## src/rtl/mac_pipe.sv

```systemverilog
// mac_pipe: three-stage signed multiply-add-multiply pipeline with an optional
// accumulator at the output stage and valid/ready flow control.
//
//   S1: regm = x * a
//   S2: rega = regm + sext(b)
//   S3: prod = rega * c; out <= sext(prod) (mode 0 or clr) or out + sext(prod)
//
// Ports
//   CLK        clock, all state on rising edge
//   RST        asynchronous active-high reset
//   in_valid   sample present on x/a/b/c/mode/clr
//   in_ready   block accepts a sample this cycle (combinational from out_valid/out_ready)
//   x, a, b, c signed operands (WLx/WLa/WLb/WLc bits)
//   mode       0 = plain ((x*a)+b)*c, 1 = accumulate
//   clr        in mode 1, this sample restarts the accumulator
//   out_valid  out holds a result not yet consumed
//   out_ready  downstream accepts out
//   out        signed result, WLout bits
//   sat        sticky saturation flag
//
// Configuration
//   MAC_PIPE_SAT_EN  defined: mode-1 accumulation clamps and sets sticky sat.
//                    undefined: accumulation wraps and sat is tied to 0.
module mac_pipe #(
  parameter int unsigned WLx  = 8,
  parameter int unsigned WLa  = 3,
  parameter int unsigned WLb  = 4,
  parameter int unsigned WLc  = 5,
  parameter int unsigned ACCG = 4
) (
  input  logic                                  CLK,
  input  logic                                  RST,
  input  logic                                  in_valid,
  output logic                                  in_ready,
  input  logic signed [WLx-1:0]                 x,
  input  logic signed [WLa-1:0]                 a,
  input  logic signed [WLb-1:0]                 b,
  input  logic signed [WLc-1:0]                 c,
  input  logic                                  mode,
  input  logic                                  clr,
  output logic                                  out_valid,
  input  logic                                  out_ready,
  output logic signed [WLx+WLa+((WLx+WLa > WLb) ? 0 : WLb-WLx-WLa)+1+WLc+ACCG-1:0] out,
  output logic                                  sat
);

  localparam int unsigned WLregm = WLx + WLa;
  localparam int unsigned WLrega = ((WLregm > WLb) ? WLregm : WLb) + 1;
  localparam int unsigned WLp    = WLrega + WLc;
  localparam int unsigned WLout  = WLp + ACCG;

  // Stage 1 state
  logic                     v1, m1, k1;
  logic signed [WLregm-1:0] regm;
  logic signed [WLb-1:0]    b1;
  logic signed [WLc-1:0]    c1;

  // Stage 2 state
  logic                     v2, m2, k2;
  logic signed [WLrega-1:0] rega;
  logic signed [WLc-1:0]    c2;

  // Combinational stage results
  logic signed [WLregm-1:0] regm_d;
  logic signed [WLrega-1:0] rega_d;
  logic signed [WLp-1:0]    prod;
  logic signed [WLout-1:0]  prod_ext;
  logic signed [WLout-1:0]  acc;
  logic signed [WLout-1:0]  out_d;
  logic                     clamp;
  logic                     adv;

  // Whole pipe advances together; stalls only when a result is waiting unconsumed.
  assign adv      = !out_valid || out_ready;
  assign in_ready = adv;

  // Datapath; operands are sign-extended to the stage width so the product is exact.
  always_comb begin
    regm_d   = WLregm'(x) * WLregm'(a);
    rega_d   = WLrega'(regm) + WLrega'(b1);
    prod     = WLp'(rega) * WLp'(c2);
    prod_ext = WLout'(prod);
  end

`ifdef MAC_PIPE_SAT_EN
  localparam int unsigned WLsum = WLout + 1;
  localparam logic signed [WLout-1:0] ACC_MAX = {1'b0, {(WLout-1){1'b1}}};
  localparam logic signed [WLout-1:0] ACC_MIN = {1'b1, {(WLout-1){1'b0}}};

  logic signed [WLsum-1:0] sum_w;
  logic                    ovf;

  // One extra bit exposes overflow; the top two bits disagree exactly on overflow.
  always_comb begin
    sum_w = WLsum'(out) + WLsum'(prod_ext);
    ovf   = sum_w[WLout] ^ sum_w[WLout-1];
    acc   = sum_w[WLout-1:0];
    if (ovf) acc = sum_w[WLout] ? ACC_MIN : ACC_MAX;
    clamp = ovf && m2 && !k2;
  end

  // Sticky flag: set on any clamp committed to out, cleared only by reset.
  always_ff @(posedge CLK or posedge RST) begin
    if (RST)                        sat <= 1'b0;
    else if (adv && v2 && clamp)    sat <= 1'b1;
  end
`else
  always_comb begin
    acc   = out + prod_ext;
    clamp = 1'b0;
  end

  assign sat = 1'b0;
`endif

  // Output stage select: accumulate only in mode 1 without clr.
  always_comb begin
    out_d = prod_ext;
    if (m2 && !k2) out_d = acc;
  end

  // Pipeline registers; data loads only behind a valid sample so bubbles keep data.
  always_ff @(posedge CLK or posedge RST) begin
    if (RST) begin
      v1        <= 1'b0;
      m1        <= 1'b0;
      k1        <= 1'b0;
      regm      <= '0;
      b1        <= '0;
      c1        <= '0;
      v2        <= 1'b0;
      m2        <= 1'b0;
      k2        <= 1'b0;
      rega      <= '0;
      c2        <= '0;
      out_valid <= 1'b0;
      out       <= '0;
    end else if (adv) begin
      v1        <= in_valid;
      v2        <= v1;
      out_valid <= v2;
      if (in_valid) begin
        regm <= regm_d;
        b1   <= b;
        c1   <= c;
        m1   <= mode;
        k1   <= clr;
      end
      if (v1) begin
        rega <= rega_d;
        c2   <= c1;
        m2   <= m1;
        k2   <= k1;
      end
      if (v2) out <= out_d;
    end
  end

endmodule

```

## config.mk

```make
export PLATFORM = sky130hd
export DESIGN_NAME = mac_pipe
export DESIGN_NICKNAME = d
export VERILOG_FILES = /design/src/rtl/mac_pipe.sv
export SDC_FILE = /design/constraint.sdc
export NUM_CORES = 1
export LEC_CHECK = 0
export ABC_AREA = 1
export CAP_MARGIN = 15
export CORE_ASPECT_RATIO = 1.1
export CORE_MARGIN = 3
export CORE_UTILIZATION = 30
export DETAILED_ROUTE_END_ITERATION = 10
export SLEW_MARGIN = 20
export SYNTH_ARGS = -nofsm -noshare
export SYNTH_HDL_FRONTEND = slang
export SYNTH_SLANG_ARGS = --single-unit
```

## constraint.sdc

```tcl
create_clock -name CLK -period 7.1 [get_ports CLK]
set_input_delay 1.065 -clock CLK [delete_from_list [all_inputs] [get_ports CLK]]
set_output_delay 1.065 -clock CLK [all_outputs]
set_load 0.05 [all_outputs]
```

-- After elaboration in Yosys (flattened, before gate mapping)
Cells that the tools add are included.
W data, S select, Z words.
- register bits: 65
- bits in latches: 0
- memory bits (writable): 0
- bits in read-only memories: 0
- memories: 0
- $add $sub $neg: 2
- multipliers: 2
- div/mod/pow operators: 0
- order comparisons: 0
- eq/ne operators: 0
- shifts and indexed selects: 0
- mux-type cells: 1
- bitwise operators: 0
- reductions and logical operators: 7
- operators by type and width (operator ; number):
    $add A21 B17 Y21 ; 1
    $mux W21 ; 1
    $mul A12 B5 Y17 ; 1
    $add A11 B4 Y12 ; 1
    $mul A8 B3 Y11 ; 1
    $reduce_and A2 Y1 ; 3
    $logic_not A1 Y1 ; 2
    $logic_and A1 B1 Y1 ; 1
    $logic_or A1 B1 Y1 ; 1

-- Depth between registers and ports, before layout
Gate-level depths: netlist (run 1).
- word-level depth: 3
- gate-level depth with buffers: 30
- depth with buffers taken out: 30

-- Worst setup path before layout (run 1)
No wires, ideal clock.
- path type: register to register
- start: register c2[4]
- end: register out[20] in the netlist's numbering
- setup time: 0.118 ns
- data arrival time: 4.742 ns
- data required time: 6.982 ns
- path slack: 2.240 ns
- stages on the path, launching flop included: 30
- cell sequence: dfrtp_1 > inv_1 > clkbuf_1 > nor2_1 > fa_1 > fa_1 > inv_1 > fa_1 > inv_1 > ha_1 > nand2_1 > inv_1 > nand2_1 > nand2_1 > a21oi_1 > nand2_1 > nand2_1 > nand2_2 > ha_1 > nand2_1 > nor2_1 > inv_1 > nor2_1 > nand3_1 > nand3_1 > nand2_1 > nand3_1 > nand2_1 > nand3_1 > nand2_1
- cells in the longest elaborated chain, start to end: 3
- RTL lines (what ; RTL line ; text):
    from (decl) ; 61 ; logic signed [WLc-1:0] c2;
    from (signal assigned) ; 135 ; c2 <= '0;
    from (signal assigned) ; 151 ; c2 <= c1;
    $mul A12 B5 Y17 * ; 81 ; prod = WLp'(rega) * WLp'(c2);
    $add A21 B17 Y21 ; 109 ; acc = out + prod_ext;
    $mux W21 * ; 119 ; if (m2 && !k2) out_d = acc;
    to (signal assigned) ; 155 ; if (v2) out <= out_d;
    to (decl) ; 43 ; output logic signed [WLx+WLa+((WLx+WLa > WLb) ? 0 : WLb-WLx-WLa)+1+WLc+ACCG-1:0] out,
Mark *: on every way between the ends. The rest lies on a longest branch, timed or not.
A chain may end at the register's enable or synchronous reset.

-- Final worst setup path (run 1)
- start: register c2[4]
- end: register out[18] in the netlist's numbering
The elaborated chain is that of the path after synthesis.

==> results.json, run 1 <==
{
  "avgSynthCellArea_um2": 6.843,
  "timing.fmax_ghz": 0.1905,
  "cts.path.max_buffers": 2,
  "layout_common_cells": "nand2_1 (344), inv_1 (212), nor2_1 (80), ha_1 (80), dfrtp_1 (65)",
  "worstMarginPinSlew_ps": 853.3,
  "routed_via_density": 4.589,
  "antenna_left": 0,
  "slowest_stage": "fa_1",
  "cts_setup_buffers": 0,
  "area_growth_pct": 14.99,
  "cts_tree": "done",
  "grt_max_degree": 66,
  "ctsResizeCount": 0,
  "skew_ps": 11.38,
  "status": "finished clean",
  "vias": 6700,
  "nets": 1300,
  "cp_common_cell": "nand2_1",
  "ctsHoldBuffers": 0,
  "ys_seq_elements": 65,
  "ys_types": 34,
  "cp_data_required_time_ps": 7340,
  "maxSlewHeadroom": 0.4311,
  "path_clk_slew_ps": 70,
  "postPlaceCellArea_um2": 8362,
  "maxCapViolCount": 0,
  "stdcell_area_um2": 8695,
  "cts_made_buffers": 9,
  "synth.yosys.seq_area_share": 0.2151,
  "grtUsageTotal": 0.1419,
  "cp_top_family": "adder cells",
  "hold_viol_final": 0,
  "setup.worst_path.start_class": "flop",
  "grt_pass1_wl_um": 32200,
  "start_util": 0.3071,
  "worstPathMaxFanout": 13,
  "finalCritPeriodShare": 0.7392,
  "root_buffer": "clkbuf_16",
  "cp_num_buf_inv": 4,
  "yosysTopAreaCell": "dfrtp_1",
  "core-area_um2": 24620,
  "synth_fp_nets": 1260,
  "htreeDepth": 3,
  "setup_viol": 0,
  "drv_slew": 0,
  "fp.dieH_um": 172.5,
  "cp_data_arrival_time_ps": 5490,
  "clk_latency_ps": 350,
  "rsz0062_at_grt": "false",
  "die_area_um2": 27150,
  "wl_per_cell_um": 12.53,
  "syn_area_um2": 7561,
  "min_period_ps": 5249,
  "multi_input_area_um2": 5034,
  "yosysTopAreaCellShare": 0.2151,
  "synthTopCellsByArea": "dfrtp_1 (22%), nand2_1 (17%), ha_1 (13%)",
  "drive_gt1_frac": 0.04696,
  "wl_um": 18290,
  "final_common_cell": "nand2_1",
  "synth_warnings": 0,
  "filler_cell_count": 2654,
  "route.detailed.drc": 0,
  "rows": 60,
  "antenna_found_initial": 0,
  "clkSinkCount": 65,
  "place.gp.congestion": 0.9295,
  "drt_iter0_drc": 326,
  "cpPeakStageDelay_ps": 540,
  "hpwl_um": 14900,
  "firstDrtPassIters": 5,
  "cp-end-kind": "flop",
  "dieWidth_um": 157.4,
  "num_io_pins": 50,
  "finalSetupTns_ps": 0,
  "grt_pass1_vias": 6859,
  "critPathKind": "reg -> reg",
  "gr-total-overflow": 0,
  "portBuffers": 48,
  "hold_slack_ps": 470.7,
  "rrSetupSlack_ps": 1850,
  "syn_inst": 1105,
  "antennaDiodeCount": 0,
  "register_area_um2": 1627,
  "hp-class": "reg -> reg"
}
[worst paths after layout]
kind | start | to | depth (start not counted)
max | c2[4] | out[18] | 26
min | v2 | out_valid | 2
max reg2reg | c2[4] | out[18] | 26
min reg2reg | v2 | out_valid | 2
max in group asynchronous | RST | regm[4] | 3
min in group asynchronous | RST | out[2] | 3
[flip-flops by register name, indices dropped and copies added, names as in the netlist]
| signal | flops |
|---|---|
| v2 | 1 |
| rega | 12 |
| b1 | 4 |
| regm | 11 |
| k2 | 1 |
| m2 | 1 |
| m1 | 1 |
| out | 21 |
| out_valid | 1 |
| c1 | 5 |
| v1 | 1 |
| c2 | 5 |
| k1 | 1 |
[worst min-delay path: stages, from the launching register on]
cell	delay, ps
dfrtp_1	320
inv_1	60
nand2_1	60
[cell usage after synthesis (all sizes together)]
cell,n
nand2,349
inv,214
nor2,83
ha,80
dfrtp,65
nand3,58
a21oi,55
fa,49
o21ai,37
clkbuf,18
a31oi,17
or2,17
nand4,13
xor2,10
and2,7
nor3,6
o21bai,6
buf,5
nand3b,5
a21o,4
xnor2,3
conb,1
o211ai,1
o21a,1
o22a,1
[kinds of logic (layout without fill, tap and decap cells)]
logic type | after synthesis | after routing | share of synthesized area
compound gates | 122 | 122 | 0.09102
xor+xnor | 13 | 13 | 0.01506
fa+ha+maj | 129 | 129 | 0.2621
other cells | 1 | 1 | 0.0004960
buf+inv | 237 | 282 | 0.1195
flops | 65 | 65 | 0.2151
simple gates | 538 | 538 | 0.2967
[metrics by stage]
stage / instances / utilization / setup WS, ps
4_1_cts: 1460 / 0.3531 / 1838
5_1_grt: 1460 / 0.3531 / 1290
3_3_place_gp: 1444 / 0.3396 / 1929
2_1_floorplan: 1105 / - / 2240
6_report: 1460 / 0.3531 / 1851
3_5_place_dp: 1444 / 0.3396 / 1857
[layout make-up]
| cell class | count | area share |
|---|---|---|
| multi-input cells | 803 | 0.5789 |
| inverters | 214 | 0.09239 |
| flip-flops and latches | 65 | 0.1871 |
| well taps | 310 | 0.04461 |
| repair buffers | 52 | 0.05871 |
| clock buffers | 9 | 0.02590 |
| clock inverters | 7 | 0.01238 |
[per-layer routing]
metal,global-route usage,part of all wire
met5,0,0
met1,0.1762,0.45
met2,0.2534,0.50
met4,0.03761,0.018
met3,0.02214,0.029
Power of run 1 is left out: the tool's default activity adds up to more than one toggle a clock period on the data nets, which glitch-free logic cannot reach.
==> run 2: changes to the inputs <==
==> constraint.sdc (replaced) <==
create_clock -name CLK -period 5.1 [get_ports CLK]
set_input_delay 0.765 -clock CLK [delete_from_list [all_inputs] [get_ports CLK]]
set_output_delay 0.765 -clock CLK [all_outputs]
set_load 0.05 [all_outputs]
==> run 2 against run 1 <==
Routed wire length decreased by 0.71%. Setup slack got worse by 1600 ps. Cell count increased by 1.4%. Sequential share of layout area decreased by 0.77 points. Global-route usage decreased by 0.37 points.
==> results.json, run 2 (synthesis gave the netlist of run 1 again) <==
{
  "status": "finished clean",
  "holdPathStages": 2,
  "root_buffer": "clkbuf_16",
  "reg2reg_depth": 25,
  "vias": 6745,
  "num_io_pins": 50,
  "path_clk_slew_ps": 60,
  "grt_pass1_vias": 6824,
  "finalSetupTns_ps": 0,
  "largest-register": "out",
  "finalCritPeriodShare": 0.9458,
  "hp-start": "k2",
  "grt_pass1_wl_um": 31330,
  "cp_num_buf_inv": 5,
  "gr-total-overflow": 0,
  "maxSlewHeadroom": 0.3730,
  "fp.dieH_um": 172.5,
  "hp-class": "reg -> reg",
  "antennaDiodeCount": 0,
  "layout_common_cells": "nand2_1 (339), inv_1 (210), nor2_1 (70), ha_1 (66), dfrtp_1 (62)",
  "pre_cts_ws_ps": -235.6,
  "drv_slew": 0,
  "cts_made_buffers": 9,
  "htreeDepth": 3,
  "hpwl_um": 14710,
  "rsz0062_at_grt": "true",
  "cts_tree": "done",
  "cp-end-kind": "flop",
  "hold_viol_final": 0,
  "nets": 1321,
  "clkSinkCount": 65,
  "firstDrtPassIters": 7,
  "busiest_layer": "met2",
  "area_growth_pct": 20.17,
  "antenna_left": 0,
  "cts.path.max_buffers": 2,
  "use_met3": 0.01963,
  "met1_usage": 0.1661,
  "maxCapViolCount": 0,
  "setup.worst_path.start_class": "flop",
  "worstMarginPinSlew_ps": 939.2,
  "cp_top_family": "adder cells",
  "rrSetupSlack_ps": 280,
  "cp_data_required_time_ps": 5330,
  "drive_gt1_frac": 0.1059,
  "start_util": 0.3071,
  "min_period_ps": 4823,
  "timing.rr.start": "c2[4]",
  "cpPeakStageDelay_ps": 540,
  "wl_um": 18160,
  "die_area_um2": 27150,
  "grt_max_degree": 46,
  "skew_ps": 4.633,
  "clk_latency_ps": 340,
  "drt_iter0_drc": 325,
  "timing.fmax_ghz": 0.2073,
  "worstHoldEndpoint": "k2",
  "ctsHoldBuffers": 0,
  "routed_via_density": 4.554,
  "largest_reg_flops": 21,
  "antenna_found_initial": 0,
  "setup_viol": 0,
  "use_met2": 0.2513,
  "route.detailed.drc": 0,
  "dieWidth_um": 157.4,
  "rows": 60,
  "reg.largest.list": "out (21), rega (12), regm (11)",
  "stdcell_count": 1481,
  "slowest_stage": "fa_1",
  "reg2reg_to": "out[17]",
  "critPathKind": "reg -> reg",
  "final_common_cell": "nand2_1",
  "place.gp.congestion": 0.9171,
  "dp.cells": 1457,
  "worstPathMaxFanout": 10,
  "core-area_um2": 24620,
  "grtUsageTotal": 0.1382,
  "wl_per_cell_um": 12.26,
  "portBuffers": 48,
  "worst_slack_ps": 276.6,
  "cp_data_arrival_time_ps": 5060,
  "cp_common_cell": "nand2_1"
}
==> run 2: cell types whose count changed in the layout (fill, tap and decap cells not counted), moves of 3 or more <==
cell and delta:
buf_4 +19, ha_1 -14, ha_4 +12, nor2_1 -10, nor2_2 +9, a21oi_1 -8, a21oi_2 +7, nand2_1 -5
nand2_2 +4, clkinv_4 +3, dfrtp_1 -3, dfrtp_2 +3
==> run 2: cell type report <==
cell class / count / area [µm²]
flip-flops and latches: 65 / 1630
well taps: 310 / 387.9
fillers: 2624 / 15540
repair buffers: 73 / 675.6
clock buffers: 9 / 225.2
multi-input cells: 803 / 5308
inverters: 214 / 805.8
clock inverters: 7 / 53.80
==> run 2: stage by stage <==
stage               hold slack (ps)  utilization  area (µm²)
global placement              456.8       0.3435        8459
global route                  503.2       0.3690        9086
detailed placement            459.3       0.3435        8459
finish                        472.3       0.3690        9086
floorplan                     431.7            -        7561
CTS                           475.4       0.3561        8768
==> run 2: worst reg2reg max path, delay by kind of cell, from the launching register on <==
family	cells	cell delay, ps
flip-flops	1	400
AO/OA/AOI/OAI	3	360
AND/OR/NAND/NOR	12	1290
adder cells (fa/ha/maj)	5	2190
buffers and inverters	5	470
==> run 2: what timing repair did <==
item                       CTS  global route
resized for setup            7            57
setup endpoints to repair    4            13
pin swaps                    0            13
buffers inserted             0             8
==> run 2: routing by layer <==
layer  up-vias  part of all wire
met5         -                 0
met2        92              0.52
met1      3085              0.44
met3        20             0.026
li1       3548                 -
met4         0             0.017
==> run 2: worst max path at each step <==
stage | start | end | cells after the start
after floorplan | c2[4] | out[20] | 29
after CTS | c2[4] | out[18] | 22
after global routing | c2[2] | out[20] | 29
after detailed placement | c2[4] | out[17] | 26
final | c2[4] | out[17] | 25
after global placement | c2[4] | out[17] | 26
Power of run 2 is left out for the same reason.
